[config.mk]
export PLATFORM = sky130hd
export DESIGN_NAME = spi_serf_flat
export DESIGN_NICKNAME = d
export VERILOG_FILES = /design/src/rtl/spi_serf_if.sv /design/src/rtl/spi_serf.sv /design/src/flat_wrapper.sv
export SDC_FILE = /design/constraint.sdc
export NUM_CORES = 1
export LEC_CHECK = 0
export CORE_ASPECT_RATIO = 1.4
export CORE_MARGIN = 4
export CORE_UTILIZATION = 51
export DETAILED_ROUTE_END_ITERATION = 8
export PLACE_DENSITY = 0.87
export SLEW_MARGIN = 30
export SYNTH_ARGS = -nofsm -noshare
export SYNTH_HDL_FRONTEND = slang
export SYNTH_SLANG_ARGS = --single-unit
[constraint.sdc]
create_clock -name clk -period 3.6 [get_ports clk]
set_input_delay 0.9 -clock clk [delete_from_list [all_inputs] [get_ports clk]]
set_output_delay 0.9 -clock clk [all_outputs]
set_load 0.005 [all_outputs]
[src/rtl/spi_serf_if.sv]
// Pin and register-file bundle between the SPI serf and its surroundings.
// The slave view is the serf itself; the master view is the monarch plus register-file side.
interface spi_serf_if;
    logic        SS_n;
    logic        SCLK;
    logic        MOSI;
    logic        MISO;
    logic [15:0] tx_data;
    logic [7:0]  rsp_data;
    logic        cmd_vld;
    logic [7:0]  cmd;
    logic        rx_rdy;
    logic [15:0] rx_data;
    logic        frm_err;
    logic        busy;

    modport slave (
        input  SS_n, SCLK, MOSI, tx_data, rsp_data,
        output MISO, cmd_vld, cmd, rx_rdy, rx_data, frm_err, busy
    );

    modport master (
        output SS_n, SCLK, MOSI, tx_data, rsp_data,
        input  MISO, cmd_vld, cmd, rx_rdy, rx_data, frm_err, busy
    );
endinterface

[src/rtl/spi_serf.sv]
// SPI responder: oversamples SS_n/SCLK/MOSI in clk, decodes 16-bit MSB-first frames,
// reports the command byte mid-frame and returns a response word on MISO.
module spi_serf #(
    parameter int SYNC_STAGES = 2
) (
    input  logic       clk,
    input  logic       rst,
    spi_serf_if.slave  bus
);

    typedef enum logic [1:0] {ARM, IDLE, SHIFT} state_t;

    localparam logic [1:0] ARM_WAIT = 2'(SYNC_STAGES);

    state_t state, state_d;

    logic [SYNC_STAGES-1:0] ss_sync_p0, sclk_sync_p0, mosi_sync_p0;
    logic ss_prev_p1, sclk_prev_p1;
    logic ss_s, sclk_s, mosi_s;
    logic ss_rise, ss_fall, sclk_rise, sclk_fall;

    logic [1:0]  arm_cnt;
    logic        arm_done;

    logic [15:0] shft;
    logic        mosi_smpl;
    logic [4:0]  bit_cnt;
    logic [7:0]  rsp_q;
    logic        miso_q;
    logic        cmd_vld_q;
    logic [7:0]  cmd_q;
    logic        rx_rdy_q;
    logic [15:0] rx_data_q;
    logic        frm_err_q;

    logic start_frm, do_rise, do_fall, end_ok, end_err;

    function automatic logic [4:0] sat_inc(input logic [4:0] v);
        return (v == 5'd17) ? 5'd17 : v + 5'd1;
    endfunction

    // ---- stage p0/p1: synchronizers and edge history ----
    always_ff @(posedge clk) begin
        if (rst) begin
            ss_sync_p0   <= '1;
            sclk_sync_p0 <= '1;
            mosi_sync_p0 <= '0;
            ss_prev_p1   <= 1'b1;
            sclk_prev_p1 <= 1'b1;
        end else begin
            ss_sync_p0   <= {ss_sync_p0[SYNC_STAGES-2:0], bus.SS_n};
            sclk_sync_p0 <= {sclk_sync_p0[SYNC_STAGES-2:0], bus.SCLK};
            mosi_sync_p0 <= {mosi_sync_p0[SYNC_STAGES-2:0], bus.MOSI};
            ss_prev_p1   <= ss_s;
            sclk_prev_p1 <= sclk_s;
        end
    end

    assign ss_s      = ss_sync_p0[SYNC_STAGES-1];
    assign sclk_s    = sclk_sync_p0[SYNC_STAGES-1];
    assign mosi_s    = mosi_sync_p0[SYNC_STAGES-1];
    assign ss_rise   = ss_s & ~ss_prev_p1;
    assign ss_fall   = ~ss_s & ss_prev_p1;
    assign sclk_rise = sclk_s & ~sclk_prev_p1;
    assign sclk_fall = ~sclk_s & sclk_prev_p1;

    // The synchronizer reset value reads as "SS_n high"; wait until the chain has
    // refilled from the pin so a frame already in progress at reset is not joined mid-way.
    assign arm_done = (arm_cnt == ARM_WAIT);

    always_ff @(posedge clk) begin
        if (rst)
            arm_cnt <= 2'd0;
        else if (state == ARM && !arm_done)
            arm_cnt <= arm_cnt + 2'd1;
    end

    always_ff @(posedge clk) begin
        if (rst)
            state <= ARM;
        else
            state <= state_d;
    end

    always_comb begin
        state_d   = state;
        start_frm = 1'b0;
        do_rise   = 1'b0;
        do_fall   = 1'b0;
        end_ok    = 1'b0;
        end_err   = 1'b0;
        case (state)
            ARM: begin
                if (arm_done && ss_s)
                    state_d = IDLE;
            end
            IDLE: begin
                if (ss_fall) begin
                    state_d   = SHIFT;
                    start_frm = 1'b1;
                end
            end
            SHIFT: begin
                // An SS_n rise wins over any SCLK edge seen in the same clk.
                if (ss_rise) begin
                    state_d = IDLE;
                    end_ok  = (bit_cnt == 5'd16);
                    end_err = (bit_cnt != 5'd16);
                end else begin
                    do_rise = sclk_rise;
                    do_fall = sclk_fall && (bit_cnt >= 5'd1) && (bit_cnt <= 5'd15);
                end
            end
            default: state_d = ARM;
        endcase
    end

    // ---- stage p2: shift register, counters and output registers ----
    always_ff @(posedge clk) begin
        if (rst) begin
            shft      <= 16'h0000;
            mosi_smpl <= 1'b0;
            bit_cnt   <= 5'd0;
            rsp_q     <= 8'h00;
            miso_q    <= 1'b0;
            cmd_vld_q <= 1'b0;
            cmd_q     <= 8'h00;
            rx_rdy_q  <= 1'b0;
            rx_data_q <= 16'h0000;
            frm_err_q <= 1'b0;
        end else begin
            cmd_vld_q <= 1'b0;
            rx_rdy_q  <= 1'b0;
            frm_err_q <= 1'b0;
            miso_q    <= ~ss_s & shft[15];

            if (start_frm) begin
                shft    <= bus.tx_data;
                bit_cnt <= 5'd0;
            end

            if (do_rise) begin
                mosi_smpl <= mosi_s;
                bit_cnt   <= sat_inc(bit_cnt);
                if (bit_cnt == 5'd7) begin
                    cmd_vld_q <= 1'b1;
                    cmd_q     <= {shft[6:0], mosi_s};
                end
            end

            // The upper byte is replaced by the response byte at the mid-frame fall.
            if (do_fall) begin
                if (bit_cnt == 5'd8)
                    shft <= {rsp_q, shft[6:0], mosi_smpl};
                else
                    shft <= {shft[14:0], mosi_smpl};
            end

            if (cmd_vld_q)
                rsp_q <= cmd_q[7] ? bus.rsp_data : shft[14:7];

            if (end_ok) begin
                rx_data_q <= {shft[14:0], mosi_smpl};
                rx_rdy_q  <= 1'b1;
            end
            if (end_err)
                frm_err_q <= 1'b1;
        end
    end

    assign bus.MISO    = miso_q;
    assign bus.cmd_vld = cmd_vld_q;
    assign bus.cmd     = cmd_q;
    assign bus.rx_rdy  = rx_rdy_q;
    assign bus.rx_data = rx_data_q;
    assign bus.frm_err = frm_err_q;
    assign bus.busy    = (state == SHIFT);

endmodule

[src/flat_wrapper.sv]
// flat-port wrapper written by rule: the top's interface ports become plain ports
module spi_serf_flat 
#(
    parameter int SYNC_STAGES = 2
)
  (clk, rst, bus_SS_n, bus_SCLK, bus_MOSI, bus_tx_data, bus_rsp_data, bus_MISO, bus_cmd_vld, bus_cmd, bus_rx_rdy, bus_rx_data, bus_frm_err, bus_busy);
  spi_serf_if bus_i ();
  input  logic clk;
  input  logic rst;
  input wire logic [$bits(bus_i.SS_n)-1:0] bus_SS_n;
  input wire logic [$bits(bus_i.SCLK)-1:0] bus_SCLK;
  input wire logic [$bits(bus_i.MOSI)-1:0] bus_MOSI;
  input wire logic [$bits(bus_i.tx_data)-1:0] bus_tx_data;
  input wire logic [$bits(bus_i.rsp_data)-1:0] bus_rsp_data;
  output wire logic [$bits(bus_i.MISO)-1:0] bus_MISO;
  output wire logic [$bits(bus_i.cmd_vld)-1:0] bus_cmd_vld;
  output wire logic [$bits(bus_i.cmd)-1:0] bus_cmd;
  output wire logic [$bits(bus_i.rx_rdy)-1:0] bus_rx_rdy;
  output wire logic [$bits(bus_i.rx_data)-1:0] bus_rx_data;
  output wire logic [$bits(bus_i.frm_err)-1:0] bus_frm_err;
  output wire logic [$bits(bus_i.busy)-1:0] bus_busy;
  assign bus_i.SS_n = bus_SS_n;
  assign bus_i.SCLK = bus_SCLK;
  assign bus_i.MOSI = bus_MOSI;
  assign bus_i.tx_data = bus_tx_data;
  assign bus_i.rsp_data = bus_rsp_data;
  assign bus_MISO = bus_i.MISO;
  assign bus_cmd_vld = bus_i.cmd_vld;
  assign bus_cmd = bus_i.cmd;
  assign bus_rx_rdy = bus_i.rx_rdy;
  assign bus_rx_data = bus_i.rx_data;
  assign bus_frm_err = bus_i.frm_err;
  assign bus_busy = bus_i.busy;
  spi_serf #(.SYNC_STAGES(SYNC_STAGES)) u_core (.clk(clk), .rst(rst), .bus(bus_i));
endmodule
# Yosys cells after proc, flatten, opt, wreduce, memory -nomap -nowiden
# Cells that the tools add are included.
# totals
register_bits	70
memories	0
out_inout_bits	29
romBits	0
latchBits	0
mem_bits_rw	0
# op_classes
n_eq_ne	11
div	0
shifts	0
order_cmp	2
bitwise_logic	10
multipliers	0
n_mux	24
n_reduce_logical	11
add_sub_neg	2
# ops
op	count
$mux 16	3
$mux 5	3
$mux 1	13
$eq 5x5->1 const B	2
$mux 8	1
$mux 2	3
$pmux 2 s3	1
$add 5x1->5 const B	1
$and 1x1->1	5
$eq 5x3->1 const B	1
$eq 5x4->1 const B	1
$ge 5x1->1 const B	1
$le 5x4->1 const B	1
$ne 5x5->1 const B	1
$not 1->1	5
$eq 2x2->1 const B	2
$logic_and 1x1->1	4
$ne 2x1->1 const B	2
$reduce_bool 2->1	2
$reduce_and 3->1	1
$add 2x1->2 const B	1
$eq 2x1->1 const B	1
$logic_not 2->1	1
$ne 2x2->1 const B	1
3 further kinds	3

# Logic depth before layout (Yosys ltp)
# depth
ltp_word	7
depth_mapped	8
depth_no_buf	6

# Worst setup path before layout
# No wires, ideal clock.
# synth_timing
kind	register to register
startpoint	register u_core.bit_cnt[0]
endpoint	register u_core.shft[14]
stages_incl_launch_ff	9
t_arrival_ns	1.918
slack_ns	1.560
setup_ns	0.121
path_cell_list	dfxtp_1 ha_1 and3_1 ha_1 nand3b_1 and3_4 buf_6 buf_6 mux2_4
# synth_between
elab_chain_len	6
elab_cells_between_ends	10
cone_classes	order compare: 2; eq/ne: 1; mux: 4; reduce/logical: 3
# synth_lines
element	line_no	rtl
start: declaration	spi_serf.sv:27	logic [4:0] bit_cnt;
start signal: assignment	spi_serf.sv:144	bit_cnt <= sat_inc(bit_cnt);
$ge 5x1->1	spi_serf.sv:111	do_fall = sclk_fall && (bit_cnt >= 5'd1) && (bit_cnt <= 5'd15);
$logic_and 1x1->1 (2 in a row)	spi_serf.sv:111	
$mux 1	spi_serf.sv:105	if (ss_rise) begin
$mux 1	spi_serf.sv:92	case (state)
$mux 16 or $reduce_bool 2->1 (tied branches)	--	
end signal: assignment	spi_serf.sv:138	shft <= bus.tx_data;
end signal: assignment	spi_serf.sv:154	shft <= {rsp_q, shft[6:0], mosi_smpl};
end signal: assignment	spi_serf.sv:156	shft <= {shft[14:0], mosi_smpl};
end: declaration	spi_serf.sv:25	logic [15:0] shft;
# Parallel ways exist; a longest one is shown, timed or not.
# A chain may end at the register's enable or synchronous reset.

# Final worst setup path
# layout_timing
startpoint	register u_core.state[1]
endpoint	output bus_busy
# layout_between
elab_chain_len	1
# layout_lines
element	line_no	rtl
start: declaration	spi_serf.sv:15	state_t state, state_d;
start signal: assignment	spi_serf.sv:82	state <= state_d;
$eq 2x2->1	spi_serf.sv:177	assign bus.busy = (state == SHIFT);
end: declaration	flat_wrapper.sv:21	output wire logic [$bits(bus_i.busy)-1:0] bus_busy;
# No other way between the ends.

==> out/qor.csv <==
stage,metric,value,unit
drt,via count,2376,
clocking,clock root buffer,clkbuf_8,
timing,Final period util,76.2,%
yosys,top-area cell type share of the netlist area,45.4,%
drt,total wire length,6900,um
place,post-DP HPWL,4700,um
min_path,hold depth,1,
global_route,total grt overflow,0,
yosys,register bit total from synthesis,70,
layout,design area,3870,um2
yosys,Syn Area/Cell,10.1,um2
setup_path,CP bufs+invs,1,
timing,Tmin final,2.74,ns
place,total placed cells including tap cells,413,
layout,layout net count,388,
timing,Fin Clk Skew,0.00880,ns
yosys,"EDFF count, synth",0,
floorplan,Initial Util,52.7,%
floorplan,width of the die,73.8,um
floorplan,IO Count,58,
floorplan,placeable core area,5860,um2
timing,Final Hold Viols,0,
clocking,post-CTS sizing,0,
yosys,syn_nets,339,
clocking,Num CTS Buffers,9,
clocking,hold_buf cts,0,
power,maximum VDD drop,0.288,mV
power,P per Cell Area,405,nW/um2
floorplan,Die Span Y,100,um
yosys,async set-reset flop share out of synthesis,0,%
drt,Routed WL per cell,16.1,um
yosys,Synth area leader,dfxtp_1,
yosys,Area contributors post-synth,"dfxtp_1, mux2i_1, nor2_1, a211oi_1, a311oi_1",
setup_path,RR Startpoint,u_core.bit_cnt[0],
setup_path,startpoint types,flop,
setup_path,crit path DAT,1.84,ns
clocking,clk_lat worst skew,0.34,ns
min_path,WHS Endpoint,u_core.sclk_sync_p0[1],
setup_path,CP required,2.70,ns
place,IO buf count,57,
floorplan,site row count,33,
setup_path,internal reg-to-reg setup slack,1.33,ns
timing,normalized max-slew margin,45.2,%
setup_path,critical path endpoint category,output pin,
setup_path,worst-case reg-to-reg path depth,6,
setup_path,CP max stage cell,clkdlybuf4s50_1,
power,Lkg Pwr,1.51,nW
layout,P&R area growth vs syn,25.4,%
timing,final setup TNS,0,ns
yosys,cell count after synthesis,305,
setup_path,top cell family by delay on the critical path,buffers and inverters,
floorplan,die area,7380,um2
yosys,Synth top cells by count,"dfxtp_1, mux2i_1, nor2_1",
min_path,hold path startpoint,u_core.sclk_sync_p0[0],
setup_path,Reg2Reg Capture Point,u_core.shft[13],
global_route,initial antenna violation count,0,
setup_path,critical path class,reg -> out,
min_path,Hold Crit Class,reg -> reg,
clocking,Worst-path clk slew,0.07,ns
drt,1st-iter DRT viols,167,
drt,drt pass-1 iters,4,
layout,Finished Layout Cells,429,
place,Placed Area,3670,um2
clocking,# clock sinks,70,
clocking,Post-CTS Setup Bufs,0,
clocking,clock tree buffer depth,2,
timing,final setup vio count,0,
setup_path,critical-path maximum fanout,9,
setup_path,Worst path depth,2,
yosys,most used flip-flop cell after synthesis,dfxtp_1,
yosys,post-synth cell types,40,
layout,fraction of layout cells with a size suffix above 1,9.75,%
yosys,Yosys warnings,0,
global_route,vias in the first global route,2380,
yosys,"count leader, synth",dfxtp_1,
drt,Antenna Nets Post-Route,0,
setup_path,"Cell Chain, Critical Path",nor2b_1 -> clkdlybuf4s50_1,
drt,post-detailed-route DRC marker count,0,
yosys,"Seq/Total Area, Yosys",45.4,%
drt,number of vias per cell,5.54,
global_route,Total GRT Usage,19.9,%
timing,"Slew Viols, Final",0,
timing,pin slew with the least headroom to its limit,0.810,ns
place,Placer Congestion,0.797,
yosys,area of the mapped netlist,3090,um2
timing,RSZ-0062 raised after global routing,no,
setup_path,crit-path max cell delay,0.60,ns
global_route,first-pass GRT wire length,11300,um
clocking,H-tree lvl count,3,
timing,Fin Hold WS,0.412,ns
clocking,CTS tree,yes,
status,status,completed,
layout,# diodes,0,
global_route,largest net degree at the start of global routing,50,
timing,f_max,0.365,GHz
run,Max Cap Viol,0,
## worst max-delay path by stage
stage,from,to,slack [ns]
final,u_core.state[1],bus_busy,0.86
after global routing,u_core.state[1],bus_busy,0.72
after detailed placement,u_core.state[1],bus_busy,1.23
after CTS,u_core.state[1],bus_busy,0.85
after global placement,rst,u_core.shft[9],1.27
after floorplan,u_core.bit_cnt[0],u_core.shft[14],1.56
## power by group
part	leakage, nW	internal (W)	switching, W
logic	0.842	0.0000684	0.0000540
clock network	0.106	0.000355	0.000283
registers	0.566	0.000794	0.0000151
## cell type report
type                       count  area (um2)
clock buffer                  12         155
clock inverter                 4        45.0
fill                         453        1990
inverter                       6        22.5
multi-input combinational    206        1570
sequential                    70        1400
tap                           70        87.6
timing repair buffer          61         596
## logic make-up (layout without fill, tap and decap cells)
family / Yosys count / count (layout) / share of synthesized area (%)
simple gates: 96 / 96 / 16.1
flops: 70 / 70 / 45.4
mux: 65 / 65 / 21.6
compound gates: 39 / 39 / 9.96
buf+inv: 29 / 83 / 4.66
fa+ha+maj: 5 / 5 / 2.03
xor+xnor: 1 / 1 / 0.284
## metrics by stage
step,util [%],total power [W],setup WS (ns)
final,66.0,0.00157,0.858
after global routing,66.0,0.00164,0.720
after CTS,66.0,0.00158,0.847
after detailed placement,62.6,0.000949,1.23
after global placement,62.6,0.000943,1.27
after floorplan,-,0.000898,1.56
## registers in the layout (all words and copies together) (netlist names), 5 cells and up
name,flops
u_core.bit_cnt,5
u_core.shft,16
u_core.bus.cmd,8
u_core.bus.rx_data,16
u_core.rsp_q,8
## per-layer routing
layer  up-vias  share of wire, %  wire [um]  global-route usage [%]
met4         0               2.0        138                    8.23
met2        55                53       3640                    32.9
met5         -                 0          0                       0
met3        12               3.4        238                    5.11
met1      1141                42       2890                    24.3
li1       1168                 -          -                       -
## placed cells by master (no fill, tap or decap), types with 5 or more instances in the layout
| cell type | Yosys | final |
|---|---|---|
| ha_1 | 5 | 5 |
| a31o_1 | 8 | 8 |
| nand2_1 | 5 | 5 |
| a311oi_1 | 8 | 8 |
| a211oi_1 | 10 | 10 |
| clkbuf_8 | 0 | 11 |
| mux2i_1 | 57 | 57 |
| nor2_1 | 57 | 57 |
| nor2b_1 | 8 | 8 |
| or2_2 | 6 | 6 |
| dfxtp_1 | 70 | 70 |
| mux2_1 | 6 | 6 |
| clkdlybuf4s50_1 | 0 | 56 |
(Power assumes the default switching activity.)
